<file path="src/rtl/aes_128_sched_pkg.sv">
// Shared types and constants for the two-requester AES-128 issue scheduler.
package aes_sched_pkg;

  // One bit is enough to name either of the two requesters.
  localparam int REQ_ID_W = 1;

  // Default pipeline depth of the external aes_128 core, in clock cycles.
  localparam int DEF_LATENCY = 21;

  // Tag that travels alongside each block through the core pipeline.
  typedef struct packed {
    logic                valid;
    logic [REQ_ID_W-1:0] id;
  } tag_t;

  // Turn a requester id into its one-hot strobe position.
  function automatic logic [1:0] idToOneHot(input logic [REQ_ID_W-1:0] id);
    return id[0] ? 2'b10 : 2'b01;
  endfunction

endpackage

</file>
<file path="src/rtl/aes_128_sched_arb.sv">
// Two-way round-robin arbiter. The pointer names the requester that wins a
// tie; it moves to the other requester after every completed transfer.
module rr_arb2
  import aes_sched_pkg::*;
(
  input  logic                clk_i,
  input  logic                rst_i,
  input  logic                en_i,
  input  logic [1:0]          reqValid_i,
  output logic [1:0]          grant_o,
  output logic [REQ_ID_W-1:0] grantId_o,
  output logic                transfer_o
);

  logic [REQ_ID_W-1:0] ptr_q;
  logic [REQ_ID_W-1:0] ptr_d;

  // Grant is purely combinational; reset and a low enable both force no grant.
  always_comb begin
    grant_o = 2'b00;
    if (en_i && !rst_i) begin
      case (reqValid_i)
        2'b01:   grant_o = 2'b01;
        2'b10:   grant_o = 2'b10;
        2'b11:   grant_o = ptr_q[0] ? 2'b10 : 2'b01;
        default: grant_o = 2'b00;
      endcase
    end
  end

  // A grant is only ever given to a valid requester, so any grant is a transfer.
  always_comb begin
    transfer_o = |grant_o;
    grantId_o  = grant_o[1];
    ptr_d      = transfer_o ? ~grantId_o : ptr_q;
  end

  // Pointer register; after reset requester 0 wins the first tie.
  always_ff @(posedge clk_i or posedge rst_i) begin
    if (rst_i) begin
      ptr_q <= '0;
    end else begin
      ptr_q <= ptr_d;
    end
  end

endmodule

</file>
<file path="src/rtl/aes_128_sched.sv">
// Issue scheduler in front of an external pipelined aes_128 core: arbitrates
// two requesters, tracks which requester owns each block in the pipeline and
// steers the ciphertext back as a one-hot response strobe.
module aes_128_sched
  import aes_sched_pkg::*;
#(
  parameter int LATENCY = DEF_LATENCY,
  parameter int CNT_W   = 16
) (
  input  logic                         clk,
  input  logic                         rst,
  input  logic                         en,
  input  logic [1:0]                   req_valid,
  output logic [1:0]                   req_ready,
  input  logic [127:0]                 req_state0,
  input  logic [127:0]                 req_state1,
  input  logic [127:0]                 req_key0,
  input  logic [127:0]                 req_key1,
  output logic [127:0]                 core_state,
  output logic [127:0]                 core_key,
  input  logic [127:0]                 core_out,
  output logic [1:0]                   resp_valid,
  output logic [127:0]                 resp_data,
  output logic [$clog2(LATENCY+1)-1:0] inflight,
  output logic [CNT_W-1:0]             issued0,
  output logic [CNT_W-1:0]             issued1,
  output logic                         busy
);

  localparam int INF_W = $clog2(LATENCY+1);

  logic [1:0]          grant;
  logic [REQ_ID_W-1:0] grantId;
  logic                transfer;

  tag_t tag_q [LATENCY];
  tag_t tag_d [LATENCY];
  tag_t tagOut;

  logic [INF_W-1:0] inflight_q, inflight_d;
  logic [CNT_W-1:0] issued0_q, issued0_d;
  logic [CNT_W-1:0] issued1_q, issued1_d;

  rr_arb2 u_arb (
    .clk_i      (clk),
    .rst_i      (rst),
    .en_i       (en),
    .reqValid_i (req_valid),
    .grant_o    (grant),
    .grantId_o  (grantId),
    .transfer_o (transfer)
  );

  // Granted requester's block goes straight to the core in the grant cycle.
  always_comb begin
    req_ready  = grant;
    core_state = '0;
    core_key   = '0;
    if (grant[0]) begin
      core_state = req_state0;
      core_key   = req_key0;
    end else if (grant[1]) begin
      core_state = req_state1;
      core_key   = req_key1;
    end
  end

  // Tag pipeline next state: a new tag enters on a transfer, everything shifts.
  always_comb begin
    tag_d[0].valid = transfer;
    tag_d[0].id    = transfer ? grantId : '0;
    for (int i = 1; i < LATENCY; i++) begin
      tag_d[i] = tag_q[i-1];
    end
  end

  // Tag pipeline register, running in lockstep with the core pipeline.
  always_ff @(posedge clk or posedge rst) begin
    if (rst) begin
      for (int i = 0; i < LATENCY; i++) begin
        tag_q[i] <= '0;
      end
    end else begin
      for (int i = 0; i < LATENCY; i++) begin
        tag_q[i] <= tag_d[i];
      end
    end
  end

  // The last tag stage lines up with core_out and selects the response owner.
  always_comb begin
    tagOut     = tag_q[LATENCY-1];
    resp_valid = tagOut.valid ? idToOneHot(tagOut.id) : 2'b00;
    resp_data  = tagOut.valid ? core_out : '0;
  end

  // Occupancy and per-requester issue counters; an entry and an exit cancel.
  always_comb begin
    inflight_d = inflight_q;
    case ({transfer, tagOut.valid})
      2'b10:   inflight_d = inflight_q + 1'b1;
      2'b01:   inflight_d = inflight_q - 1'b1;
      default: inflight_d = inflight_q;
    endcase
    issued0_d = (transfer && grantId == 1'b0) ? issued0_q + 1'b1 : issued0_q;
    issued1_d = (transfer && grantId == 1'b1) ? issued1_q + 1'b1 : issued1_q;
  end

  // Counter registers.
  always_ff @(posedge clk or posedge rst) begin
    if (rst) begin
      inflight_q <= '0;
      issued0_q  <= '0;
      issued1_q  <= '0;
    end else begin
      inflight_q <= inflight_d;
      issued0_q  <= issued0_d;
      issued1_q  <= issued1_d;
    end
  end

  assign inflight = inflight_q;
  assign issued0  = issued0_q;
  assign issued1  = issued1_q;
  assign busy     = (inflight_q != '0);

endmodule

</file>
<file path="config.mk">
export PLATFORM = sky130hd
export DESIGN_NAME = aes_128_sched
export DESIGN_NICKNAME = d
export VERILOG_FILES = /design/src/rtl/aes_128_sched_pkg.sv /design/src/rtl/aes_128_sched_arb.sv /design/src/rtl/aes_128_sched.sv
export SDC_FILE = /design/constraint.sdc
export NUM_CORES = 1
export LEC_CHECK = 0
export CAP_MARGIN = 0
export CORE_AREA = 2 2 415 417
export DETAILED_ROUTE_END_ITERATION = 16
export DIE_AREA = 0 0 417 419
export PLACE_DENSITY_LB_ADDON = 0.12
export SLEW_MARGIN = 20
export SYNTH_ARGS = -nofsm -noshare
export SYNTH_HDL_FRONTEND = slang
export SYNTH_SLANG_ARGS = --single-unit
</file>
<file path="constraint.sdc">
create_clock -name clk -period 4 [get_ports clk]
set_clock_uncertainty 0.2 [all_clocks]
set_input_delay 0.8 -clock clk [delete_from_list [all_inputs] [get_ports clk]]
set_output_delay 0.8 -clock clk [all_outputs]
set_load 0.02 [all_outputs]
</file>
======== Word-level counts from Yosys, hierarchy flattened ========
Cells that the tools add are included.
cells by class
  $add $sub $neg .......................... 4
  $mul .................................... 0
  divide/modulo/power cells ............... 0
  $lt $le $gt $ge ......................... 0
  equal/unequal tests ..................... 5
  shifts and indexed selects .............. 0
  multiplexer cells ....................... 12
  bitwise logic cells ..................... 1
  reductions and logical operators ........ 7
operator list
  kind                                                  count
  two-way mux 128 bit                                   5
  adder 16 x 1 -> 16 bit (second input constant)        2
  one-hot mux 5 bit (2 select lines)                    1
  two-way mux 2 bit                                     4
  equality test 2 bit (second input constant)           3
  one-hot mux 2 bit (3 select lines)                    1
  adder 5 x 1 -> 5 bit (second input constant)          1
  nonzero test 5 bit                                    1
  subtractor 5 x 1 -> 5 bit (second input constant)     1
  equality test 2 x 1 -> 1 bit (second input constant)  2
  logical AND 1 bit                                     3
  nonzero test 2 bit                                    1
  OR reduction 2 bit                                    1
  zero test 1 bit                                       1
  two-way mux 1 bit                                     1
  NOT 1 bit                                             1
word-level totals
  flip-flop bits (word level) ............. 80
  bits in latches ......................... 0
  bits in writable memories ............... 0
  memory bits (read-only) ................. 0
  bits of input ports ..................... 645
  output and inout port bits .............. 426
  word-level logic and storage cells ...... 75
  memories ................................ 0

======== Depth between registers and ports, before layout ========
Gate-level depths: netlist of the first run.
  depth after elaboration ................. 6
  depth in mapped cells ................... 10
  mapped depth without buffers ............ 9

======== Hierarchy ========
Synthesis of the first run repeated with hierarchy kept, for this count alone.
second synthesis, totals
  cells, all modules ...................... 668
  area total of the unflattened synthesis .. 6294.8 um2
modules (own cells, without submodules)
  module         instances  cells each  area each (um2)
  aes_128_sched  1          658         6202.2
  rr_arb2        1          10          92.6

======== Worst setup path before layout of the first run ========
No wires, ideal clock.
  kind .................................... input port to output port
  start ................................... in req_valid[0]
  end ..................................... out core_state[100]
  arrival ................................. 1.864 ns
  required time ........................... 3.000 ns
  slack ................................... 1.136 ns
  stages on the path ...................... 6
  path buffers ............................ 3
  cell sequence ........................... nor2b_1 -> buf_2 -> nor2_4 -> buf_2 -> buf_2 -> a22o_1
between the ends
  longest elaborated chain between the ends .. 5
  elaborated cells between the ends (all ways) .. 7
  those cells by class .................... 3 x eq/ne; 4 x mux
RTL lines
  item                                                                        line                     RTL
  start: declaration                                                          aes_128_sched.sv:13      input logic [1:0] req_valid,
  equality test 2 bit / equality test 2 x 1 -> 1 bit (equally long branches)  aes_128_sched_arb.sv:22  case (reqValid_i)
  one-hot mux 2 bit (3 select lines) *                                        aes_128_sched_arb.sv:22
  two-way mux 2 bit *                                                         aes_128_sched_arb.sv:21  if (en_i && !rst_i) begin
  two-way mux 128 bit                                                         aes_128_sched.sv:62      end else if (grant[1]) begin
  two-way mux 128 bit *                                                       aes_128_sched.sv:59      if (grant[0]) begin
  end: declaration                                                            aes_128_sched.sv:19      output logic [127:0] core_state,
Every way passes the cells marked *; elsewhere a longest branch is shown, timed or not.

======== Worst setup path in the final report of the first run ========
  start ................................... in rst
  end ..................................... out core_key[39]
between the ends
  longest elaborated chain between the ends .. 5
RTL lines
  item                         line                     RTL
  start: declaration           aes_128_sched.sv:11      input logic rst,
  zero test 1 bit (no line) *  n/a
  logical AND 1 bit *          aes_128_sched_arb.sv:21
  two-way mux 2 bit *          aes_128_sched_arb.sv:21
  two-way mux 128 bit          aes_128_sched.sv:62
  two-way mux 128 bit *        aes_128_sched.sv:59
  end: declaration             aes_128_sched.sv:20      output logic [127:0] core_key,
Marked as above.

==> results of run 1 <==
## per-layer routing
layer  vias up  wire length (µm)
met5         -                40
met4         6              3120
met3       113              6730
met2       629             56600
met1      5096             36500
li1       4679                 -
## logic make-up (layout without fill, tap and decap cells)
logic type,count (synthesis),in the layout,synth area share (%)
other,0,13,0
adders and majority gates,6,6,1.19
DFF,80,80,31.6
AOI/OAI and AO/OA,267,267,36.5
xor gates and xnor gates,36,36,4.98
and+or+nand+nor,200,200,19.4
buffers and inverters,80,1150,5.73
muxes,3,3,0.534
## area by class of cell
type,instances,area [µm²]
fill,19400,150000
timing repair buffer,1131,12000
multi-input combinational,512,3970
tap,2233,2790
sequential,80,2000
clock buffer,14,254
antenna,13,32.5
inverter,4,15.0
clock inverter,1,5.00
## synth_stat cells, drive strengths merged
master	number
nor2	11
clkbuf	26
and4	3
nand3	10
inv	4
a311oi	2
ha	6
dfrtp	80
a22o	256
o21bai	1
buf	50
nor2b	4
nand4	8
mux2	3
and3	2
nand2	14
a21oi	2
xnor2	20
and2	131
or4	1
nand3b	2
and3b	1
nor3	6
nor4	3
nand2b	2
or2	1
nor3b	1
a211oi	1
xor2	16
o21ai	5
## worst reg2reg max path: cells and delay by family (launching register included)
kind | cells | cell delay, ns
flip-flops | 1 | 0.63
adder cells (fa/ha/maj) | 2 | 0.63
AO/OA/AOI/OAI | 2 | 0.37
XOR/XNOR | 2 | 0.28
AND/OR/NAND/NOR | 1 | 0.14
## worst min path at each step
stage | from | endpoint | depth (start not counted)
floorplan | tag_d[0]$_DFF_PP0_ | tagOut[0]$_DFF_PP0_ | 0
global placement | tag_d[33]$_DFF_PP0_ | tag_d[31]$_DFF_PP0_ | 0
detailed placement | tag_d[13]$_DFF_PP0_ | tag_d[11]$_DFF_PP0_ | 0
CTS | tag_d[13]$_DFF_PP0_ | tag_d[11]$_DFF_PP0_ | 0
global route | tag_d[13]$_DFF_PP0_ | tag_d[11]$_DFF_PP0_ | 0
finish | tag_d[13]$_DFF_PP0_ | tag_d[11]$_DFF_PP0_ | 0
## sequential cells by signal (all words and copies together), names as in the netlist
register / cells
tag_d: 40
issued0: 16
issued1: 16
inflight: 5
tagOut: 2
u_arb.ptr_q: 1
## stage by stage
stage	area [µm²]	setup TNS (ns)	hold slack [ns]	setup slack, ns	util (%)
final	21100	0	0.142	0.105	12.4
after global routing	21100	0	0.147	0.00116	12.3
after CTS	20900	-0.0492	0.144	-0.0257	12.3
after detailed placement	20800	-2.65	0.135	-0.139	12.2
after global placement	20800	-4.03	0.133	-0.144	12.2
after floorplan	6330	0	0.131	0.948	-
## power groups by stage
stage / registers [µW] / logic, µW / clock network, µW
finish: 1030 / 2350 / 750
global route: 1050 / 2490 / 830
CTS: 1030 / 2430 / 798
detailed placement: 1050 / 2440 / 0
global placement: 1040 / 2460 / 0
floorplan: 1070 / 681 / 0
## what timing repair did
action,CTS,global route
gates resized for setup,85,51
pin swaps,1,0
setup endpoints to repair,90,51
==> run_summary.xml, run 1 <==
<?xml version="1.0" encoding="UTF-8"?>
<metrics>
  <group name="cells_and_area">
    <metric name="most_common_cell_after_layout_fill_and_taps_aside" unit="">clkdlybuf4s50_1</metric>
    <metric name="finish.cell_count_without_fillers" unit="">3988</metric>
    <metric name="area_added_between_synthesis_and_finish" unit="%">233</metric>
    <metric name="final_cell_mix" unit="">818 x clkdlybuf4s50_1, 254 x a22o_1, 131 x and2_1</metric>
    <metric name="final_layout_size_suffix_gt1_share" unit="%">12.1</metric>
    <metric name="final_nets" unit="">2389</metric>
  </group>
  <group name="floorplan">
    <metric name="starting_utilization_of_the_core_area" unit="%">3.71</metric>
    <metric name="die_width" unit="µm">417</metric>
    <metric name="coreArea" unit="mm²">0.171</metric>
    <metric name="die_area" unit="mm²">0.175</metric>
    <metric name="die_height" unit="µm">419</metric>
    <metric name="fp-row-count" unit="">152</metric>
    <metric name="io_pins" unit="">1071</metric>
  </group>
  <group name="grt">
    <metric name="grtUsageMet1" unit="%">11.8</metric>
    <metric name="grt_start_max_net_pins" unit="">46</metric>
    <metric name="grt_antenna_before_repair" unit="">45</metric>
    <metric name="grt_usage" unit="%">11.1</metric>
    <metric name="groute.layer.met2.usage" unit="%">21.8</metric>
    <metric name="grt_pass1_vias" unit="">11100</metric>
    <metric name="grt_use_met3" unit="%">2.51</metric>
    <metric name="grt_first_pass_wirelength" unit="mm">125</metric>
    <metric name="globalRoute.totalOverflow" unit="">0</metric>
    <metric name="gr-max-usage-layer" unit="">met2</metric>
  </group>
  <group name="worst_setup_path">
    <metric name="timing.critical_path.buf_inv" unit="">4</metric>
    <metric name="setup.worst_path.end" unit="">core_key[39]</metric>
    <metric name="timing.critical_path.max_delay_family" unit="">buffers and inverters</metric>
    <metric name="worstPathMaxFanout" unit="">19</metric>
    <metric name="critical_path.startpoint_type" unit="">primary input</metric>
    <metric name="critical_path_required" unit="ns">3.00</metric>
    <metric name="ff2ff_setup_slack" unit="ns">1.67</metric>
    <metric name="endpoint_arrival_time_on_the_critical_path" unit="ns">2.89</metric>
    <metric name="worst_setup_path_end_kind" unit="">output pin</metric>
    <metric name="timing_worst_setup_path_type" unit="">in2out</metric>
    <metric name="crit_start" unit="">rst</metric>
    <metric name="crit-reg2reg-capture" unit="">inflight[4]$_DFFE_PP0P_</metric>
    <metric name="critical-path-max-stage-delay" unit="ns">0.62</metric>
    <metric name="worstSetupPathDepth" unit="">7</metric>
    <metric name="critical_path.reg2reg.startpoint" unit="">tagOut[1]$_DFF_PP0_</metric>
    <metric name="crit_path_cell_trace" unit="">clkdlybuf4s50_1 &gt; nand3b_1 &gt; nor2_4 &gt; buf_12 &gt; buf_12 &gt; a22o_1 &gt; clkdlybuf4s50_1</metric>
    <metric name="ff2ff_path_depth" unit="">7</metric>
    <metric name="critPathSlowestCell" unit="">clkdlybuf4s50_1</metric>
  </group>
  <group name="power">
    <metric name="power_frac_comb" unit="%">56.9</metric>
    <metric name="power.density" unit="mW/mm²">196</metric>
    <metric name="power.share.clock" unit="%">18.2</metric>
    <metric name="power.static_leakage" unit="µW">0.00878</metric>
    <metric name="sw_frac_of_total" unit="%">37.0</metric>
    <metric name="share_seq_of_total_power" unit="%">24.9</metric>
    <metric name="vdd_ir_drop_max" unit="mV">0.146</metric>
    <metric name="finalPower" unit="µW">4130</metric>
    <metric name="cell_internal_pwr" unit="µW">2600</metric>
    <metric name="total_switching_power" unit="µW">1530</metric>
  </group>
  <group name="place">
    <metric name="gp_congestion" unit="">0.954</metric>
    <metric name="numPortBuffers" unit="">1070</metric>
    <metric name="numPlacedInstances" unit="">3960</metric>
    <metric name="dp_hpwl" unit="mm">94.1</metric>
  </group>
  <group name="synthesis">
    <metric name="synth_cells" unit="">672</metric>
    <metric name="ys_seq_area_share" unit="%">31.6</metric>
    <metric name="postSynthNetCount" unit="">1323</metric>
    <metric name="synth.yosys.warnings" unit="">0</metric>
    <metric name="yosysTopAreaCellShare" unit="%">35.4</metric>
    <metric name="syn_avg_cell_area" unit="µm²">9.42</metric>
    <metric name="post_synth_main_area_contributors" unit="">a22o_1 35%, dfrtp_1 32%, and2_1 13%</metric>
    <metric name="synth.cell_area" unit="mm²">0.00633</metric>
    <metric name="synth_cell_type_count" unit="">35</metric>
    <metric name="synthDominantAreaCellType" unit="">a22o_1</metric>
    <metric name="synth.ff_latch_count" unit="">80</metric>
  </group>
  <group name="cts">
    <metric name="hold_buffers" unit="">0</metric>
    <metric name="tritoncts_clock_tree" unit="">yes</metric>
    <metric name="clockRootBuffer" unit="">clkbuf_16</metric>
    <metric name="maximum_number_of_buffers_from_clock_root_to_sink" unit="">2</metric>
    <metric name="cts.sinks" unit="">80</metric>
    <metric name="postCtsSetupBuffers" unit="">0</metric>
    <metric name="cts_made_buffers" unit="">9</metric>
    <metric name="htree_num_levels" unit="">3</metric>
    <metric name="cts.clk_slew.worst_paths" unit="ns">0.06</metric>
    <metric name="clk_latency" unit="ns">0.34</metric>
  </group>
  <group name="drt">
    <metric name="drt_first_iter_violations" unit="">439</metric>
    <metric name="dr.pass1.iters" unit="">4</metric>
    <metric name="remaining_antenna_violation_count" unit="">0</metric>
    <metric name="wire_per_inst" unit="µm">25.8</metric>
    <metric name="vias_per_cell" unit="">2.64</metric>
    <metric name="route.vias.total" unit="">10500</metric>
    <metric name="postRouteWirelength" unit="mm">103</metric>
    <metric name="drc_errors" unit="">0</metric>
  </group>
  <group name="timing">
    <metric name="layout_min_cycle_time" unit="ns">3.89</metric>
    <metric name="slew_violations" unit="">0</metric>
    <metric name="finalSetupViolCount" unit="">0</metric>
    <metric name="max_freq" unit="MHz">257</metric>
    <metric name="rsz0062_at_grt" unit="">false</metric>
    <metric name="tightestPinTransition" unit="ns">0.672</metric>
    <metric name="hold_viol" unit="">0</metric>
    <metric name="timing.max_slew.rel_slack" unit="%">55.0</metric>
    <metric name="post-route-period-util" unit="%">97.4</metric>
  </group>
  <group name="run">
    <metric name="max_cap_violations" unit="">0</metric>
  </group>
  <group name="min_path">
    <metric name="hold_class" unit="">reg2reg</metric>
  </group>
  <group name="outcome">
    <metric name="run_status" unit="">finished clean</metric>
  </group>
</metrics>
No activity file was read; power rests on OpenSTA's default activity.
==> inputs of run 2 (changes only) <==
--- a/config.mk
+++ b/config.mk
@@ -10,7 +10,6 @@
 export DETAILED_ROUTE_END_ITERATION = 16
 export DIE_AREA = 0 0 417 419
 export PLACE_DENSITY_LB_ADDON = 0.12
-export SLEW_MARGIN = 20
 export SYNTH_ARGS = -nofsm -noshare
 export SYNTH_HDL_FRONTEND = slang
 export SYNTH_SLANG_ARGS = --single-unit
==> results of run 2 <==
No change in the layout: final DEF, timing and power equal those of run 1.
==> inputs of run 3 (changes only) <==
--- a/config.mk
+++ b/config.mk
@@ -5,10 +5,11 @@
 export SDC_FILE = /design/constraint.sdc
 export NUM_CORES = 1
 export LEC_CHECK = 0
+export ABC_AREA = 1
 export CAP_MARGIN = 0
-export CORE_AREA = 2 2 415 417
+export CORE_AREA = 2 2 421 423
 export DETAILED_ROUTE_END_ITERATION = 16
-export DIE_AREA = 0 0 417 419
+export DIE_AREA = 0 0 423 425
 export PLACE_DENSITY_LB_ADDON = 0.12
 export SYNTH_ARGS = -nofsm -noshare
 export SYNTH_HDL_FRONTEND = slang
==> run 3 against run 2 <==
Against the previous run:
- synthesized area up 7.3%
- synthesized cell count grew 36%
- setup slack lost 0.097 ns
- first-iteration DRC count is 32% higher
- via count grew 11%
- flip-flop and latch count unchanged
- maximum frequency fell by 2.4%
- count of clock-buffer cells in the layout shrank 4
- sequential share of layout area down 0.25 points
- utilization about the same
- global-route usage up 1.5 points
- critical path type unchanged
==> run_summary.xml, run 3 <==
<?xml version="1.0" encoding="UTF-8"?>
<metrics>
  <group name="worst_setup_path">
    <metric name="timing_worst_setup_path_type" unit="">in2out</metric>
    <metric name="critPathSlowestCell" unit="">clkdlybuf4s50_1</metric>
    <metric name="critical_path.reg2reg.startpoint" unit="">u_arb.ptr_q$_DFFE_PP0P_</metric>
    <metric name="critical_path.startpoint_type" unit="">primary input</metric>
    <metric name="crit-reg2reg-capture" unit="">inflight[4]$_DFFE_PP0P_</metric>
    <metric name="critical_path.most_common_cell" unit="">buf_4</metric>
    <metric name="critical_path_required" unit="ns">3.00</metric>
    <metric name="worstPathMaxFanout" unit="">13</metric>
    <metric name="endpoint_arrival_time_on_the_critical_path" unit="ns">2.99</metric>
    <metric name="critical-path-max-stage-delay" unit="ns">0.42</metric>
    <metric name="ff2ff_setup_slack" unit="ns">1.10</metric>
    <metric name="crit_path_cell_trace" unit="">clkdlybuf4s50_1 &gt; buf_6 &gt; nor2_2 &gt; inv_2 &gt; nor2_4 &gt; buf_12 &gt; buf_12 &gt; buf_12 &gt; buf_4 &gt; buf_4 &gt; a22o_1 &gt; buf_4 &gt; buf_4</metric>
    <metric name="timing.critical_path.buf_inv" unit="">10</metric>
    <metric name="ff2ff_path_depth" unit="">17</metric>
    <metric name="worst_setup_path_end_kind" unit="">output pin</metric>
    <metric name="timing.critical_path.max_delay_family" unit="">buffers and inverters</metric>
  </group>
  <group name="synthesis">
    <metric name="synthMuxAreaShare" unit="%">0</metric>
    <metric name="synth-edff-count" unit="">0</metric>
    <metric name="parity_gate_share_of_the_synthesized_area_counting_xor_and_xnor_cells" unit="%">2.58</metric>
    <metric name="post_synth_main_area_contributors" unit="">a22o_1 33%, dfrtp_1 29%, nand2_1 13%</metric>
    <metric name="syn_avg_cell_area" unit="µm²">7.42</metric>
    <metric name="synth_top_family_by_area" unit="">compound AO/OA/AOI/OAI gates</metric>
    <metric name="synth_area_in_compound_gates" unit="%">33.7</metric>
    <metric name="synthArstFlopShare" unit="%">100</metric>
    <metric name="yosysTopAreaCellShare" unit="%">33.0</metric>
    <metric name="postSynthNetCount" unit="">1567</metric>
    <metric name="synth.yosys.warnings" unit="">0</metric>
    <metric name="ys_seq_area_share" unit="%">29.5</metric>
    <metric name="synth-adder-area-share" unit="%">1.11</metric>
    <metric name="synth_cells" unit="">916</metric>
    <metric name="synth.ff_latch_count" unit="">80</metric>
    <metric name="ys_dominant_reg_cell" unit="">dfrtp_1</metric>
    <metric name="synth_cell_type_count" unit="">24</metric>
    <metric name="ys_top_cells_by_count" unit="">256 x a22o_1, 234 x nand2_1, 167 x inv_1</metric>
    <metric name="synth.cell_area" unit="mm²">0.00679</metric>
    <metric name="post-synth-top-count-cell" unit="">a22o_1</metric>
    <metric name="synth-simple-area-share" unit="%">17.7</metric>
    <metric name="synthDominantAreaCellType" unit="">a22o_1</metric>
  </group>
  <group name="grt">
    <metric name="globalRoute.totalOverflow" unit="">0</metric>
    <metric name="grt_usage" unit="%">12.6</metric>
    <metric name="grt_first_pass_wirelength" unit="mm">145</metric>
    <metric name="grt_start_max_net_pins" unit="">81</metric>
    <metric name="grt_pass1_vias" unit="">11900</metric>
    <metric name="grt_antenna_before_repair" unit="">70</metric>
  </group>
  <group name="place">
    <metric name="numPortBuffers" unit="">1070</metric>
    <metric name="dp_hpwl" unit="mm">110</metric>
    <metric name="numPlacedInstances" unit="">4327</metric>
    <metric name="placed_cell_areas" unit="mm²">0.0211</metric>
    <metric name="gp_congestion" unit="">0.835</metric>
    <metric name="preCtsSetupSlack" unit="ns">-0.200</metric>
  </group>
  <group name="timing">
    <metric name="tightestPinTransition" unit="ns">0.858</metric>
    <metric name="post-route-period-util" unit="%">99.8</metric>
    <metric name="hold_viol" unit="">0</metric>
    <metric name="slew_violations" unit="">0</metric>
    <metric name="layout_min_cycle_time" unit="ns">3.99</metric>
    <metric name="max_freq" unit="MHz">251</metric>
    <metric name="timing.max_slew.rel_slack" unit="%">42.6</metric>
    <metric name="rsz0062_at_grt" unit="">true</metric>
    <metric name="finalSetupViolCount" unit="">0</metric>
    <metric name="timing.hold.ws" unit="ns">0.141</metric>
    <metric name="fin_ws" unit="ns">0.00857</metric>
  </group>
  <group name="cells_and_area">
    <metric name="area_added_between_synthesis_and_finish" unit="%">219</metric>
    <metric name="final_layout_size_suffix_gt1_share" unit="%">11.5</metric>
    <metric name="finish.cell_count_without_fillers" unit="">4363</metric>
    <metric name="most_common_cell_after_layout_fill_and_taps_aside" unit="">clkdlybuf4s50_1</metric>
    <metric name="final_nets" unit="">2658</metric>
    <metric name="final_area" unit="mm²">0.0217</metric>
    <metric name="final_cell_mix" unit="">819 x clkdlybuf4s50_1, 241 x a22o_1, 233 x nand2_1</metric>
    <metric name="largest_register_ffs" unit="">40</metric>
  </group>
  <group name="cts">
    <metric name="clockRootBuffer" unit="">clkbuf_16</metric>
    <metric name="clk_latency" unit="ns">0.34</metric>
    <metric name="htree_num_levels" unit="">3</metric>
    <metric name="cts.sinks" unit="">80</metric>
    <metric name="tritoncts_clock_tree" unit="">yes</metric>
    <metric name="maximum_number_of_buffers_from_clock_root_to_sink" unit="">2</metric>
    <metric name="cts.clk_slew.worst_paths" unit="ns">0.06</metric>
    <metric name="cts_made_buffers" unit="">9</metric>
  </group>
  <group name="floorplan">
    <metric name="die_width" unit="µm">423</metric>
    <metric name="io_pins" unit="">1071</metric>
    <metric name="die_area" unit="mm²">0.180</metric>
    <metric name="fp-row-count" unit="">154</metric>
    <metric name="coreArea" unit="mm²">0.175</metric>
    <metric name="die_height" unit="µm">425</metric>
    <metric name="starting_utilization_of_the_core_area" unit="%">3.87</metric>
  </group>
  <group name="power">
    <metric name="sw_frac_of_total" unit="%">39.5</metric>
    <metric name="share_seq_of_total_power" unit="%">22.8</metric>
    <metric name="power.density" unit="mW/mm²">213</metric>
    <metric name="total_switching_power" unit="µW">1820</metric>
    <metric name="power_frac_comb" unit="%">57.6</metric>
    <metric name="finalPower" unit="µW">4610</metric>
    <metric name="power.static_leakage" unit="µW">0.0101</metric>
    <metric name="vdd_ir_drop_max" unit="mV">0.237</metric>
    <metric name="power.share.clock" unit="%">19.6</metric>
    <metric name="cell_internal_pwr" unit="µW">2790</metric>
  </group>
  <group name="min_path">
    <metric name="hold-path-cell-count" unit="">0</metric>
    <metric name="holdPathEnd" unit="">tag_d[14]$_DFF_PP0_</metric>
    <metric name="hold_class" unit="">reg2reg</metric>
    <metric name="worst_hold_startpoint" unit="">tag_d[16]$_DFF_PP0_</metric>
  </group>
  <group name="drt">
    <metric name="drc_errors" unit="">0</metric>
    <metric name="dr.pass1.iters" unit="">5</metric>
    <metric name="vias_per_cell" unit="">2.67</metric>
    <metric name="route.vias.total" unit="">11700</metric>
    <metric name="postRouteWirelength" unit="mm">121</metric>
    <metric name="drt_first_iter_violations" unit="">579</metric>
    <metric name="wire_per_inst" unit="µm">27.6</metric>
    <metric name="remaining_antenna_violation_count" unit="">0</metric>
  </group>
  <group name="run">
    <metric name="max_cap_violations" unit="">0</metric>
  </group>
  <group name="outcome">
    <metric name="run_status" unit="">finished clean</metric>
  </group>
</metrics>
-- run 3: changes by cell type in the layout (fill, tap and decap cells not counted), moves of 8 or more --
cell           before  now
nand2_1            14  233
inv_1               3  164
and2_1            131    0
buf_4              93  118
dlygate4sd2_1      81  105
nor2_1              8   32
buf_12             87   65
a22o_1            254  241
xnor2_1            20    9
nand3_1            10   20
a22o_4              0    8
-- run 3: cell families after synthesis --
logic type / count (synthesis)
simple gates: 303
compound gates: 265
buf+inv: 242
flops: 80
xor+xnor: 20
fa+ha+maj: 6
-- run 3: what timing repair did --
item / in CTS / in global routing
setup endpoints to repair: 160 / 60
pin swaps: 2 / 1
gates resized for setup: 114 / 56
cloned: 0 / 2
hold buffers: 0 / 0
setup buffers: 1 / 6
-- run 3: cell type report --
cell class | count | area (µm²)
Clock buffer | 10 | 239
Sequential cell | 80 | 2010
Antenna cell | 11 | 27.5
Timing Repair Buffer | 1154 | 11900
Multi-Input combinational cell | 594 | 3830
Clock inverter | 6 | 82.6
Fill cell | 20200 | 154000
Inverter | 168 | 644
Tap cell | 2340 | 2930
-- run 3: how the worst max path moves through the flow --
stage | end | slack [ns] | cells past startpoint | startpoint
6_report | core_state[121] | 0.009 | 13 | rst
5_1_grt | core_state[121] | -0.08 | 13 | rst
4_1_cts | core_state[117] | 0.004 | 13 | rst
3_5_place_dp | core_state[72] | -0.20 | 9 | en
3_3_place_gp | core_state[72] | -0.22 | 9 | en
2_1_floorplan | inflight[0]$_DFFE_PP0P_ | 0.95 | 1 | rst
-- run 3: metrics by stage --
stage	TNS, ns	utilization (%)
after floorplan	0	-
after global placement	-13.05	12.1
after detailed placement	-9.11	12.1
after CTS	0	12.2
after global routing	-0.181	12.4
final	0	12.4
-- run 3: worst reg2reg max path: stages, from the launching register on --
cell,delay [ns]
dfrtp_1,0.44
inv_1,0.17
nand2_1,0.08
nand3_2,0.15
clkinv_8,0.17
buf_6,0.21
nor2_1,0.24
ha_1,0.28
nor2_1,0.07
nor2_1,0.15
ha_1,0.16
inv_1,0.04
nand2_1,0.08
nand3_1,0.11
nand2_1,0.08
nand2_1,0.04
nand3_1,0.07
nand2_1,0.05
-- run 3: power by group through the flow --
stage | combinational, µW | sequential, µW | clock [µW]
2_1_floorplan | 756 | 1110 | 0
3_3_place_gp | 2790 | 1080 | 0
3_5_place_dp | 2760 | 1070 | 0
4_1_cts | 2740 | 1060 | 954
5_1_grt | 2820 | 1070 | 993
6_report | 2660 | 1050 | 906
-- run 3: metal layers --
metal	routed length, µm	vias up	track usage, %
li1	-	5292	-
met1	47200	5546	14.6
met2	62300	673	23.4
met3	9030	125	3.63
met4	1810	28	1.43
met5	177	-	0
